--- src/rtl/imem_port_arbiter.sv ---
// Shares the instruction memory read port between fetch (IF) and load (LD) requesters.
// Define IMEM_ARB_RR_EN to replace fixed LD priority plus starvation guard with round-robin.
module imem_port_arbiter #(
    parameter int ADDR_W     = 10,
    parameter int DATA_W     = 32,
    parameter int MAX_STARVE = 4
) (
    input  logic              clk,
    input  logic              rst,
    input  logic              i_if_req,
    input  logic [ADDR_W-1:0] i_if_addr,
    output logic              o_if_gnt,
    output logic              o_if_valid,
    output logic [DATA_W-1:0] o_if_rdata,
    input  logic              i_ld_req,
    input  logic [ADDR_W-1:0] i_ld_addr,
    output logic              o_ld_gnt,
    output logic              o_ld_valid,
    output logic [DATA_W-1:0] o_ld_rdata,
    output logic [ADDR_W-1:0] o_mem_addr,
    output logic              o_mem_stall,
    output logic              o_mem_sel_inst,
    output logic              o_mem_sel_data,
    input  logic [DATA_W-1:0] i_mem_rdata
);

    typedef enum logic [1:0] {
        IDLE    = 2'd0,
        RESP_IF = 2'd1,
        RESP_LD = 2'd2
    } state_t;

    state_t r_state;
    logic   w_pick_if;
    logic   w_if_gnt;
    logic   w_ld_gnt;

    if (MAX_STARVE < 1 || MAX_STARVE > 15) begin : g_bad_starve
        $error("MAX_STARVE must lie in 1..15");
    end

`ifdef IMEM_ARB_RR_EN
    // Pointer names the requester that wins the next conflict; it favours LD out of reset.
    logic r_favour_ld;

    always_comb begin
        w_pick_if = i_if_req && (!i_ld_req || !r_favour_ld);
    end

    always_ff @(posedge clk) begin
        if (rst) begin
            r_favour_ld <= 1'b1;
        end else if (w_if_gnt) begin
            r_favour_ld <= 1'b1;
        end else if (w_ld_gnt) begin
            r_favour_ld <= 1'b0;
        end
    end
`else
    localparam logic [3:0] STARVE_LIMIT = 4'(MAX_STARVE);

    logic [3:0] r_starve_cnt;

    always_comb begin
        w_pick_if = i_if_req && (!i_ld_req || (r_starve_cnt == STARVE_LIMIT));
    end

    // Counts consecutive denied IF cycles; saturates so IF keeps winning until it is served.
    always_ff @(posedge clk) begin
        if (rst) begin
            r_starve_cnt <= 4'd0;
        end else if (i_if_req && !w_if_gnt) begin
            if (r_starve_cnt != STARVE_LIMIT) begin
                r_starve_cnt <= r_starve_cnt + 4'd1;
            end
        end else begin
            r_starve_cnt <= 4'd0;
        end
    end
`endif

    assign w_if_gnt = !rst && w_pick_if;
    assign w_ld_gnt = !rst && i_ld_req && !w_pick_if;

    // State records who owns the data the memory returns in the following cycle.
    always_ff @(posedge clk) begin
        if (rst) begin
            r_state <= IDLE;
        end else if (w_if_gnt) begin
            r_state <= RESP_IF;
        end else if (w_ld_gnt) begin
            r_state <= RESP_LD;
        end else begin
            r_state <= IDLE;
        end
    end

    assign o_if_gnt       = w_if_gnt;
    assign o_ld_gnt       = w_ld_gnt;
    assign o_mem_sel_inst = w_if_gnt;
    assign o_mem_sel_data = w_ld_gnt;
    assign o_mem_stall    = !(w_if_gnt || w_ld_gnt);
    assign o_mem_addr     = w_if_gnt ? i_if_addr : (w_ld_gnt ? i_ld_addr : '0);

    // Valids are gated by reset so a response pending at reset is dropped.
    assign o_if_valid = !rst && (r_state == RESP_IF);
    assign o_ld_valid = !rst && (r_state == RESP_LD);
    assign o_if_rdata = o_if_valid ? i_mem_rdata : '0;
    assign o_ld_rdata = o_ld_valid ? i_mem_rdata : '0;

endmodule

--- config.mk ---
export PLATFORM = sky130hd
export DESIGN_NAME = imem_port_arbiter
export DESIGN_NICKNAME = d
export VERILOG_FILES = /design/src/rtl/imem_port_arbiter.sv
export SDC_FILE = /design/constraint.sdc
export NUM_CORES = 1
export LEC_CHECK = 0
export CORE_MARGIN = 2
export CORE_UTILIZATION = 23
export CTS_BUF_LIST = sky130_fd_sc_hd__clkbuf_4
export DETAILED_ROUTE_END_ITERATION = 6
export PLACE_DENSITY = 0.83
export SLEW_MARGIN = 15
export SYNTH_ARGS = -nofsm -noshare
export SYNTH_HDL_FRONTEND = slang
export SYNTH_SLANG_ARGS = --single-unit
--- constraint.sdc ---
create_clock -name clk -period 1.7 [get_ports clk]
set_clock_uncertainty 0.05 [all_clocks]
set_input_delay 0.34 -clock clk [delete_from_list [all_inputs] [get_ports clk]]
set_output_delay 0.34 -clock clk [all_outputs]
set_load 0.02 [all_outputs]
== Word level (Yosys, flattened, before mapping) ==
Index checks and enable logic that the tools add are counted.

* Output and inout bits: 81
* Logic and storage cells: 31
* Register bits: 6

* Reductions and logical operators: 16
* Eq/ne operators: 4
* Add/sub/neg operators: 1
* Muxes and demuxes: 6
* Bitwise gates (word level): 1

{| class="wikitable"
|+ Operators by type and width
! operator !! number
|-
| two-way mux 32 bit || 2
|-
| two-way mux 10 bit || 2
|-
| logical AND 1 bit || 7
|-
| zero test 1 bit || 5
|-
| adder 4 x 1 -> 4 bit, second input constant || 1
|-
| equality test 4 x 3 -> 1 bit, second input constant || 1
|-
| != test 4 x 3 -> 1 bit, second input constant || 1
|-
| OR reduction 2 bit || 2
|-
| equality test 2 x 1 -> 1 bit, second input constant || 1
|-
| equality test 2 bit, second input constant || 1
|-
| logical OR 1 bit || 2
|-
| two-way mux 2 bit || 1
|-
| two-way mux 1 bit || 1
|-
| inverter 1 bit || 1
|}

== Logic depth before layout (Yosys ltp) ==
Gate-level depths: netlist of the first run.

* Depth in word-level cells: 8
* Depth in mapped cells: 6

== Least setup slack after synthesis of the first run ==
OpenSTA, ideal clock, no wires.

* Kind: register -> output
* Start: register r_starve_cnt[0]
* End: output o_mem_addr[0]
* Arrival: 1.325 ns
* Setup slack: -0.015 ns
* Data required time: 1.310 ns
* Stages on the path, launching flop included: 7
* Cell sequence: dfxtp_1 > inv_1 > ha_1 > nand3b_4 > a211oi_2 > buf_6 > a22o_2

* Elaborated cells on any way between the ends: 8
* Those cells by class: eq/ne (1); mux (2); reduce/logical (5)

{| class="wikitable"
|+ RTL lines
! item !! RTL line !! text
|-
| start, declared || 62 || <nowiki>logic [3:0] r_starve_cnt;</nowiki>
|-
| start signal, assigned || 74 || <nowiki>r_starve_cnt <= r_starve_cnt + 4'd1;</nowiki>
|-
| equality test 4 x 3 -> 1 bit || 65 || <nowiki>w_pick_if = i_if_req && (!i_ld_req || (r_starve_cnt == STARVE_LIMIT));</nowiki>
|-
| logical OR 1 bit || 65 ||
|-
| logical AND 1 bit || 65 ||
|-
| logical AND 1 bit || 82 || <nowiki>assign w_if_gnt = !rst && w_pick_if;</nowiki>
|-
| named net o_if_gnt || 12 || <nowiki>output logic o_if_gnt,</nowiki>
|-
| two-way mux 10 bit || 103 || <nowiki>assign o_mem_addr = w_if_gnt ? i_if_addr : (w_ld_gnt ? i_ld_addr : '0);</nowiki>
|-
| end, declared || 20 || <nowiki>output logic [ADDR_W-1:0] o_mem_addr,</nowiki>
|}

The timed path passes the listed nets, and every way through them passes these cells.

== Worst setup path in the final report of the first run ==
* Start: register r_starve_cnt[0]
* End: output o_mem_addr[0]

* Longest elaborated chain between the ends: 7
* Elaborated cells on any way between the ends: 8
* Those cells by class: eq/ne (1); mux (2); reduce/logical (5)

{| class="wikitable"
|+ RTL lines
! item !! RTL line !! text
|-
| equality test 4 x 3 -> 1 bit (*) || 65 ||
|-
| logical OR 1 bit (*) || 65 ||
|-
| logical AND 1 bit (*) || 65 ||
|-
| zero test 1 bit || 83 || <nowiki>assign w_ld_gnt = !rst && i_ld_req && !w_pick_if;</nowiki>
|-
| logical AND 1 bit || 83 ||
|-
| two-way mux 10 bit || 103 ||
|-
| two-way mux 10 bit (*) || 103 ||
|}

Every way passes the cells marked *; elsewhere a longest branch is shown, timed or not.

==> reports/qor.log, run 1 <==
qor: setup_path.worst_endpoint_data_arrival_time 1.63 ns
qor: clock_network.cts_inserted_buffers 3
qor: final_layout.final_layout_size_suffix_gt1_share 74.6%
qor: power_and_ir_drop.seq_power_share 18.8%
qor: routing.drt_wl_total 5410 µm
qor: synthesis.synth.yosys.seq_area_share 13.9%
qor: sta.worst_hold_slack 0.321 ns
qor: placement.port_buffers 136
qor: synthesis.synth-main-ff-cell sky130_fd_sc_hd__dfxtp_1
qor: setup_path.r2r_slack 0.57 ns
qor: die.num_io_pins 137
qor: min_path.min_to r_state[0]
qor: sta.rsz0062_at_grt yes
qor: grt.grt_use_total 23.4%
qor: synthesis.synth_enable_flop_cells 0
qor: synthesis.yosys.area.top_type sky130_fd_sc_hd__and2_1
qor: synthesis.post_synth.cell_area_avg 7.60 µm²
qor: final_layout.layout.filler_cells 220
qor: setup_path.startpoint_type flop
qor: final_layout.sequential_cell_area_in_the_final_layout 125 µm²
qor: final_layout.layout_commonest_cell sky130_fd_sc_hd__buf_6
qor: setup_path.reg2reg_from r_starve_cnt[0]
qor: synthesis.syn_inst 114
qor: setup_path.critical_path_peak_fanout 6
qor: power_and_ir_drop.switching_power 251 µW
qor: routing.firstDrtPassIters 4
qor: min_path.whs_path_depth 2
qor: die.start_util 23.8%
qor: power_and_ir_drop.cell_int_power 543 µW
qor: grt.first_global_vias 1,491
qor: synthesis.asyncSetResetFlopFracSynth 0%
qor: power_and_ir_drop.power.total 794 µW
qor: outcome.violations setup timing
qor: outcome.run_status finished, violations left
qor: final_layout.insertedDiodeCount 0
qor: die.row_count 22
qor: synthesis.number_of_warnings_reported_in_the_yosys_synthesis_log 0
qor: placement.placed_cells_incl_taps 300
qor: routing.drt_iter0_drc 30
qor: sta.timing.final.hold_violations 0
qor: die.die_w 65.4 µm
qor: synthesis.post_synthesis_net_count 172
qor: die.die_area 4270 µm²
qor: synthesis.synth.top_cell.area_share 46.2%
qor: setup_path.worstReg2RegEnd r_starve_cnt[2]
qor: setup_path.endpoint_kind_of_the_worst_setup_timing_path output port
qor: clock_network.clock_h_tree_levels 1
qor: setup_path.cp_data_required_time 1.31 ns
qor: clock_network.clk_slew_on_worst_s_h_paths 0.04 ns
qor: grt.antenna_found_initial 0
qor: routing.detail_route.wl_per_cell 16.6 µm
qor: die.die_height 65.4 µm
qor: clock_network.clock_sinks 6
qor: sta.timing.final.max_slew_violations 0
qor: final_layout.final-instance-count-excl-fill 327
qor: clock_network.cts_hold_buffers 0
qor: clock_network.cts_tree done
qor: sta.setup-violations-final 72
qor: sta.final.setup.tns -7.78 ns
qor: grt.overflow 0
qor: power_and_ir_drop.ir_worst_vdd 0.000355 V
qor: grt.grt_first_pass_wirelength 7760 µm
qor: setup_path.worstRegToRegCells 5
qor: sta.max_clock_freq 494 MHz
qor: power_and_ir_drop.p_leak 0.00144 µW
qor: synthesis.number_of_distinct_standard_cells_referenced_by_the_synthesized_netlist 20
qor: sta.finalWorstPathRequiredPeriod 2.02 ns
qor: routing.route.detailed.drc 0
qor: routing.detail-route-antenna-nets 0
qor: final_layout.layout.cells.most_common_list 95 x sky130_fd_sc_hd__buf_6, 64 x sky130_fd_sc_hd__and2_4, 52 x sky130_fd_sc_hd__clkdlybuf4s50_1
qor: sta.finalWorstSetupSlack -0.323 ns
qor: sta.final_period_util 119%
qor: clock_network.clock_path_buffers 2
qor: sta.tightestPinTransition 0.225 ns
qor: final_layout.area_growth 243%
qor: power_and_ir_drop.clock_power_share 16.3%
qor: grt.grt_start_max_net_pins 13
qor: synthesis.synth_seq_cells 6
qor: sta.slew-limit-headroom 85.0%
qor: min_path.hold_path.class in2reg
qor: routing.vias_per_cell 4.47
qor: final_layout.layout.nets 339
qor: power_and_ir_drop.power_density_over_the_cells 267 nW/µm²
qor: clock_network.clk_latency 0.25 ns
qor: synthesis.synth.area.top_cells sky130_fd_sc_hd__and2_1 46%, sky130_fd_sc_hd__dfxtp_1 14%, sky130_fd_sc_hd__a22o_2 12%
qor: flow_run.max_cap_violations 0
qor: synthesis.mappedNetlistArea 866 µm²
qor: placement.gpl.final_weighted_congestion 0.721
qor: setup_path.worst-setup-path-type reg2out
qor: die.std_cell_core_area 3630 µm²
qor: placement.hpwl 3080 µm
qor: final_layout.multi_input_comb_area 872 µm²
qor: power_and_ir_drop.power.share.switching 31.6%
qor: routing.vias 1,461
qor: clock_network.ctsRootBufferMaster sky130_fd_sc_hd__clkbuf_4
qor: power_and_ir_drop.logic_gate_share_of_total_power 65.0%
qor: min_path.holdCritStartpoint rst
==> worst max-delay path: stages (launching register included) <==
cell	delay [ns]
sky130_fd_sc_hd__dfxtp_2	0.31
sky130_fd_sc_hd__inv_2	0.06
sky130_fd_sc_hd__ha_4	0.14
sky130_fd_sc_hd__nand3b_4	0.11
sky130_fd_sc_hd__o211a_4	0.27
sky130_fd_sc_hd__clkbuf_16	0.16
sky130_fd_sc_hd__a22o_4	0.21
sky130_fd_sc_hd__buf_6	0.13
==> logic make-up (layout without fill, tap and decap cells) <==
kind of cell    Yosys count  in the layout  synth area share [%]
fa+ha+maj                 2              2                  2.89
mux                       1              1                  1.16
flops                     6              6                  13.9
compound gates           15             15                  16.8
xor+xnor                  1              1                  1.01
buf+inv                  15            180                  9.39
simple gates             74             74                  54.9
==> through the flow <==
| step | util [%] | area [µm²] | setup slack (ns) |
|---|---|---|---|
| after floorplan | - | 866 | 0.0129 |
| after global placement | 64.4 | 2340 | -0.803 |
| after detailed placement | 64.4 | 2340 | -0.814 |
| after CTS | 77.9 | 2830 | -0.328 |
| after global routing | 81.7 | 2970 | -0.372 |
| final | 81.7 | 2970 | -0.323 |
==> timing repair <==
item	4_1_cts	5_1_grt
gates resized for setup	529	67
pin swaps	25	22
cloned	7	1
endpoints found under the setup margin	81	80
buffers inserted	15	7
==> cells in the mapped netlist, types with 2 or more instances <==
cell type,number
sky130_fd_sc_hd__dfxtp_1,6
sky130_fd_sc_hd__and2_1,64
sky130_fd_sc_hd__buf_4,2
sky130_fd_sc_hd__buf_6,2
sky130_fd_sc_hd__nor2_1,5
sky130_fd_sc_hd__o211a_1,2
sky130_fd_sc_hd__inv_1,5
sky130_fd_sc_hd__a22o_2,10
sky130_fd_sc_hd__ha_1,2
sky130_fd_sc_hd__nor3b_2,2
sky130_fd_sc_hd__clkbuf_1,4
sky130_fd_sc_hd__buf_2,2
==> power groups by stage <==
stage / sequential (µW) / clock (µW) / combinational, µW
2_1_floorplan: 149 / 0 / 141
3_5_place_dp: 149 / 0 / 397
6_report: 149 / 129 / 515
4_1_cts: 148 / 135 / 468
3_3_place_gp: 149 / 0 / 394
5_1_grt: 149 / 143 / 541
==> registers in the layout, indices dropped and copies added (netlist names) <==
name,cells
r_state,2
r_starve_cnt,4
==> worst max path at each step <==
| stage | start | to | slack, ns | cells after the start |
|---|---|---|---|---|
| CTS | r_starve_cnt[1] | o_mem_addr[2] | -0.33 | 7 |
| global placement | rst | o_ld_rdata[21] | -0.80 | 5 |
| global route | r_starve_cnt[0] | o_mem_addr[5] | -0.37 | 7 |
| floorplan | r_starve_cnt[0] | o_mem_addr[0] | 0.01 | 6 |
| detailed placement | rst | o_ld_rdata[24] | -0.81 | 5 |
| finish | r_starve_cnt[0] | o_mem_addr[0] | -0.32 | 7 |
==> cell type report <==
class / count / area share (%)
Clock buffer: 3 / 0.759
Multi-Input combinational cell: 93 / 29.4
Timing Repair Buffer: 172 / 63.0
Inverter: 5 / 0.632
Tap cell: 48 / 2.02
Sequential cell: 6 / 4.21
==> metal layers <==
metal	vias up	GRT usage [%]	wire length (µm)
li1	698	-	-
met1	653	24.8	1920
met2	93	44.1	2840
met3	17	7.53	505
met4	0	5.99	146
met5	-	0	0
No activity file was read; power rests on OpenSTA's default activity.
==> inputs of run 2 (changes only) <==
Clock period 1.7 ns to 2.1 ns, I/O delays scaled along.
==> reports/qor.log, run 2 (synthesized netlist as in run 1, its figures left out) <==
qor: final_layout.area_growth 159%
qor: routing.firstDrtPassIters 4
qor: routing.detail_route.wl_per_cell 13.0 µm
qor: grt.grt_start_max_net_pins 34
qor: clock_network.cts_hold_buffers 0
qor: sta.finalWorstSetupSlack 0.0233 ns
qor: final_layout.layout.cells.most_common_list 64 x sky130_fd_sc_hd__and2_1, 63 x sky130_fd_sc_hd__clkbuf_2, 52 x sky130_fd_sc_hd__clkdlybuf4s50_1
qor: die.die_w 65.4 µm
qor: clock_network.cts_tree done
qor: setup_path.worst_path_slowest_cell sky130_fd_sc_hd__dfxtp_2
qor: die.die_height 65.4 µm
qor: die.std_cell_core_area 3630 µm²
qor: power_and_ir_drop.seq_power_share 21.6%
qor: grt.overflow 0
qor: clock_network.ctsRootBufferMaster sky130_fd_sc_hd__clkbuf_4
qor: power_and_ir_drop.ir_worst_vdd 0.000367 V
qor: final_layout.insertedDiodeCount 0
qor: setup_path.worst-path-buf-inv 3
qor: die.die_area 4270 µm²
qor: final_layout.layout_commonest_cell sky130_fd_sc_hd__and2_1
qor: setup_path.timing.critical_path.max_delay_family compound AO/OA/AOI/OAI gates
qor: power_and_ir_drop.power.total 553 µW
qor: final_layout.layout.nets 323
qor: final_layout.finalInstanceArea 2240 µm²
qor: routing.detail-route-antenna-nets 0
qor: placement.gpl.final_weighted_congestion 0.667
qor: grt.grt_first_pass_wirelength 5660 µm
qor: grt.antenna_found_initial 0
qor: setup_path.worst_endpoint_data_arrival_time 1.61 ns
qor: power_and_ir_drop.power.share.switching 32.3%
qor: final_layout.registers.top_by_ff_count r_starve_cnt
qor: power_and_ir_drop.clock_power_share 18.7%
qor: clock_network.clock_path_buffers 2
qor: sta.rsz0062_at_grt yes
qor: min_path.hold_path.class reg2reg
qor: sta.timing.final.hold_violations 0
qor: final_layout.largest_register_ff_count 4
qor: grt.grt_use_total 16.7%
qor: outcome.run_status finished clean
qor: routing.vias_per_cell 4.24
qor: clock_network.cts_inserted_buffers 3
qor: final_layout.final_layout_size_suffix_gt1_share 46.4%
qor: sta.setup-violations-final 0
qor: sta.max_clock_freq 482 MHz
qor: setup_path.startpoint_type flop
qor: setup_path.crit_chain inv_2 > ha_4 > nand3b_4 > o211a_4 > buf_12 > a22o_4 > buf_6
qor: sta.finalWorstPathRequiredPeriod 2.08 ns
qor: placement.hpwl 2960 µm
qor: setup_path.worst-setup-path-type reg2out
qor: routing.vias 1,319
qor: final_layout.largest_regs r_starve_cnt x4, r_state x2
qor: die.row_count 22
qor: grt.first_global_vias 1,182
qor: clock_network.clock_h_tree_levels 1
qor: sta.final_period_util 98.9%
qor: die.num_io_pins 137
qor: clock_network.clk_slew_on_worst_s_h_paths 0.04 ns
qor: routing.drt_wl_total 4030 µm
qor: sta.timing.final.max_slew_violations 0
qor: setup_path.cp_data_required_time 1.63 ns
qor: sta.tightestPinTransition 0.230 ns
qor: power_and_ir_drop.switching_power 178 µW
qor: setup_path.critical_path_peak_fanout 6
qor: power_and_ir_drop.power_density_over_the_cells 247 nW/µm²
qor: power_and_ir_drop.cell_int_power 375 µW
qor: placement.pre_cts_slack -0.562 ns
qor: clock_network.clock_sinks 6
qor: sta.slew-limit-headroom 84.6%
qor: placement.port_buffers 136
qor: power_and_ir_drop.logic_gate_share_of_total_power 59.7%
qor: routing.route.detailed.drc 0
qor: routing.drt_iter0_drc 45
qor: die.start_util 23.8%
qor: power_and_ir_drop.p_leak 0.00115 µW
qor: setup_path.endpoint_kind_of_the_worst_setup_timing_path output port
qor: flow_run.max_cap_violations 0
qor: setup_path.crit_path_max_incr_delay 0.31 ns
qor: clock_network.clk_latency 0.24 ns
qor: placement.post_dp_cell_area 2370 µm²
==> run 2: changes by cell type in the layout (fill, tap and decap cells not counted), moves of 6 or more <==
cell	before	now
sky130_fd_sc_hd__buf_6	95	11
sky130_fd_sc_hd__and2_1	0	64
sky130_fd_sc_hd__and2_4	64	0
sky130_fd_sc_hd__clkbuf_2	0	63
sky130_fd_sc_hd__a22o_2	8	2
sky130_fd_sc_hd__a22o_4	2	8
==> run 2: repair_timing <==
item                                    4_1_cts  5_1_grt
setup buffers                                 1        3
resized for setup                           186      110
endpoints found under the setup margin       81       76
pin swaps                                     4        5
cloned                                        1        2
==> run 2: layout make-up <==
| class | count | area [µm²] |
|---|---|---|
| clock buffer | 3 | 22.5 |
| fill | 371 | 1390 |
| inverter | 5 | 18.8 |
| multi-input combinational | 93 | 758 |
| sequential | 6 | 123 |
| tap | 48 | 60.1 |
| timing repair buffer | 156 | 1260 |
==> run 2: final timing paths <==
path	from	to	slack (ns)	cells after the start
worst min register to register	r_starve_cnt[0]	r_starve_cnt[0]	0.46	2
worst min-delay path	r_starve_cnt[0]	r_starve_cnt[0]	0.46	2
worst max register to register	r_starve_cnt[0]	r_starve_cnt[3]	0.92	6
worst max-delay path	r_starve_cnt[0]	o_mem_addr[2]	0.02	7
==> run 2: tightest hold or removal path, delay by kind of cell (launching register included) <==
kind                   cells  cell delay [ns]
DFF                        1             0.32
buffers and inverters      1             0.11
and+or+nand+nor            1             0.04
==> run 2: layer usage <==
| layer | global-route usage [%] | vias to the layer above | wire length (µm) |
|---|---|---|---|
| met5 | 0 | - | 0 |
| met4 | 1.56 | 0 | 0 |
| met3 | 5.31 | 0 | 417 |
| met2 | 32.7 | 78 | 2090 |
| met1 | 17.9 | 578 | 1530 |
| li1 | - | 663 | - |
==> run 2: power by group through the flow <==
| stage | clock [µW] | sequential [µW] | combinational (µW) |
|---|---|---|---|
| finish | 103 | 120 | 330 |
| global route | 113 | 120 | 352 |
| CTS | 110 | 119 | 316 |
| detailed placement | 0 | 121 | 323 |
| global placement | 0 | 121 | 320 |
| floorplan | 0 | 121 | 114 |
==> run 2: through the flow <==
| stage | utilization, % | setup TNS (ns) | hold WS, ns | cells |
|---|---|---|---|---|
| 4_1_cts | 66.3 | -0.440 | 0.495 | 307 |
| 5_1_grt | 61.7 | -0.195 | 0.480 | 311 |
| 2_1_floorplan | - | 0 | 0.380 | 114 |
| 6_report | 61.7 | 0 | 0.459 | 311 |
| 3_5_place_dp | 65.2 | -41.20 | 0.466 | 302 |
| 3_3_place_gp | 65.2 | -38.78 | 0.454 | 302 |
==> inputs of run 3 (changes only) <==
Settings changed: CORE_UTILIZATION 23 to 25, PLACE_DENSITY 0.83 to 0.89.
Clock period 2.1 ns to 2.39 ns, I/O delays scaled along.
==> reports/qor.log, run 3 (synthesized netlist as in run 1, its figures left out) <==
qor: sta.slew-limit-headroom 84.2%
qor: sta.tightestPinTransition 0.238 ns
qor: routing.vias_per_cell 4.30
qor: placement.hpwl 3190 µm
qor: clock_network.clock_sinks 6
qor: clock_network.cts.repair_timing.setup_buffer_count 0
qor: outcome.run_status finished clean
qor: sta.timing.final.max_slew_violations 0
qor: routing.highest-signal-layer met4
qor: routing.sum_of_met3_wire_segment_lengths_after_detailed_routing 335 µm
qor: placement.port_buffers 136
qor: die.row_count 21
qor: setup_path.worst-path-buf-inv 4
qor: die.die_height 62.9 µm
qor: setup_path.reg2reg_from r_starve_cnt[0]
qor: die.num_io_pins 137
qor: sta.setup-violations-final 0
qor: grt.grt_use_total 17.5%
qor: setup_path.cp-endpoint o_mem_addr[4]
qor: final_layout.layout_commonest_cell sky130_fd_sc_hd__dlygate4sd2_1
qor: final_layout.layout.nets 312
qor: grt.first_global_vias 1,183
qor: routing.drt_iter0_drc 31
qor: flow_run.max_cap_violations 0
qor: setup_path.worst_endpoint_data_arrival_time 1.78 ns
qor: placement.post_dp_cell_area 2310 µm²
qor: final_layout.largest_register_ff_count 4
qor: sta.final.setup.tns 0 ns
qor: sta.finalWorstPathRequiredPeriod 2.31 ns
qor: setup_path.worst_path_slowest_cell sky130_fd_sc_hd__clkdlybuf4s50_1
qor: setup_path.worst-setup-path-type in2out
qor: setup_path.r2r_slack 1.23 ns
qor: power_and_ir_drop.p_leak 0.00130 µW
qor: setup_path.worstRegToRegCells 5
qor: final_layout.final_layout_size_suffix_gt1_share 14.3%
qor: die.die_w 62.9 µm
qor: setup_path.crit_chain clkdlybuf4s50_1 > inv_1 > o211a_1 > buf_12 > a22o_2 > buf_2
qor: setup_path.crit_path_max_incr_delay 0.47 ns
qor: clock_network.cts_tree done
qor: final_layout.area_growth 155%
qor: clock_network.cts_inserted_buffers 3
qor: power_and_ir_drop.power.total 444 µW
qor: setup_path.endpoint_kind_of_the_worst_setup_timing_path output port
qor: power_and_ir_drop.power_density_over_the_cells 201 nW/µm²
qor: setup_path.startpoint_type input port
qor: placement.pre_cts_slack -0.410 ns
qor: final_layout.registers.top_by_ff_count r_starve_cnt
qor: grt.grt_start_max_net_pins 34
qor: setup_path.critical_path_peak_fanout 12
qor: die.start_util 25.9%
qor: final_layout.insertedDiodeCount 0
qor: routing.firstDrtPassIters 4
qor: min_path.hold_path.class reg2reg
qor: clock_network.clock_h_tree_levels 1
qor: sta.rsz0062_at_grt no
qor: sta.worst_hold_slack 0.473 ns
qor: routing.detail-route-antenna-nets 0
qor: final_layout.largest_regs r_starve_cnt x4, r_state x2
qor: grt.grt_first_pass_wirelength 5600 µm
qor: final_layout.layout.cells.most_common_list 69 x sky130_fd_sc_hd__dlygate4sd2_1, 64 x sky130_fd_sc_hd__and2_1, 54 x sky130_fd_sc_hd__clkdlybuf4s50_1
qor: routing.wl_met1 1450 µm
qor: setup_path.path_depth 6
qor: sta.max_clock_freq 434 MHz
qor: sta.final_period_util 96.5%
qor: routing.drt_wl_total 3680 µm
qor: routing.route.detailed.drc 0
qor: clock_network.clk_latency 0.24 ns
qor: setup_path.worstReg2RegEnd r_starve_cnt[0]
qor: clock_network.clock_path_buffers 2
qor: final_layout.finalInstanceArea 2210 µm²
qor: grt.overflow 0
qor: die.die_area 3950 µm²
qor: routing.detail_route.wl_per_cell 12.4 µm
qor: power_and_ir_drop.ir_worst_vdd 0.000290 V
qor: clock_network.ctsRootBufferMaster sky130_fd_sc_hd__clkbuf_4
qor: placement.gpl.final_weighted_congestion 0.795
qor: routing.sum_of_met2_wire_segment_lengths_after_detailed_routing 1880 µm
qor: setup_path.crit_start i_if_req
qor: clock_network.clk_slew_on_worst_s_h_paths 0.04 ns
qor: grt.antenna_found_initial 0
qor: sta.timing.final.hold_violations 0
qor: routing.vias 1,282
qor: setup_path.timing.critical_path.max_delay_family buffers and inverters
qor: setup_path.cp_data_required_time 1.86 ns
qor: die.std_cell_core_area 3340 µm²
qor: sta.finalWorstSetupSlack 0.0834 ns
==> run 3: cell count changes in the layout (fill, tap and decap cells not counted), moves of 3 or more <==
cell and change:
sky130_fd_sc_hd__dlygate4sd2_1 +64, sky130_fd_sc_hd__inv_2 -3, sky130_fd_sc_hd__clkbuf_2 -63, sky130_fd_sc_hd__dlymetal6s2s_1 +3, sky130_fd_sc_hd__inv_1 +3, sky130_fd_sc_hd__a22o_2 +8, sky130_fd_sc_hd__buf_6 -11, sky130_fd_sc_hd__a22o_4 -8
sky130_fd_sc_hd__buf_2 +7, sky130_fd_sc_hd__buf_4 -7
==> run 3: final cells by class <==
cell class,count,area (µm²)
multi-input cells,93,664
flip-flops and latches,6,120
repair buffers,145,1330
fillers,337,1130
well taps,46,57.6
inverters,5,18.8
clock buffers,3,22.5
==> run 3: timing repair <==
action,in CTS,in global routing
hold buffers,0,0
pin swaps,1,0
cloned,0,0
resized for setup,109,3
endpoints found under the setup margin,81,3
==> run 3: per-layer routing <==
layer  track usage [%]  vias to the layer above
met2              34.4                       77
met5                 0                        -
met4              3.33                        0
li1                  -                      648
met1              18.8                      552
met3              4.14                        5
==> run 3: worst min-delay path, delay by kind of cell, from the launching register on <==
family                 cells  cell delay [ns]
buffers and inverters      1             0.12
DFF                        1             0.32
and+or+nand+nor            1             0.04
==> run 3: worst min-delay path by stage <==
stage	startpoint	to	slack (ns)	cells after the start
after floorplan	r_starve_cnt[0]	r_starve_cnt[0]	0.38	1
after global placement	r_starve_cnt[0]	r_starve_cnt[0]	0.45	2
after detailed placement	r_starve_cnt[0]	r_starve_cnt[0]	0.47	2
after CTS	r_starve_cnt[0]	r_starve_cnt[0]	0.48	2
after global routing	r_starve_cnt[0]	r_starve_cnt[0]	0.50	2
final	r_starve_cnt[0]	r_starve_cnt[0]	0.47	2
==> run 3: report_power, final <==
group / total (µW) / leakage, µW / internal [µW] / switching, µW
registers: 104 / 0.0000489 / 103 / 1.33
logic: 249 / 0.00123 / 144 / 105
clock network: 90.5 / 0.0000138 / 56.6 / 33.9
==> run 3: per-stage QoR <==
step	instances	util [%]
floorplan	114	-
global placement	295	69.4
detailed placement	295	69.4
CTS	298	66.0
global route	298	66.2
finish	298	66.2
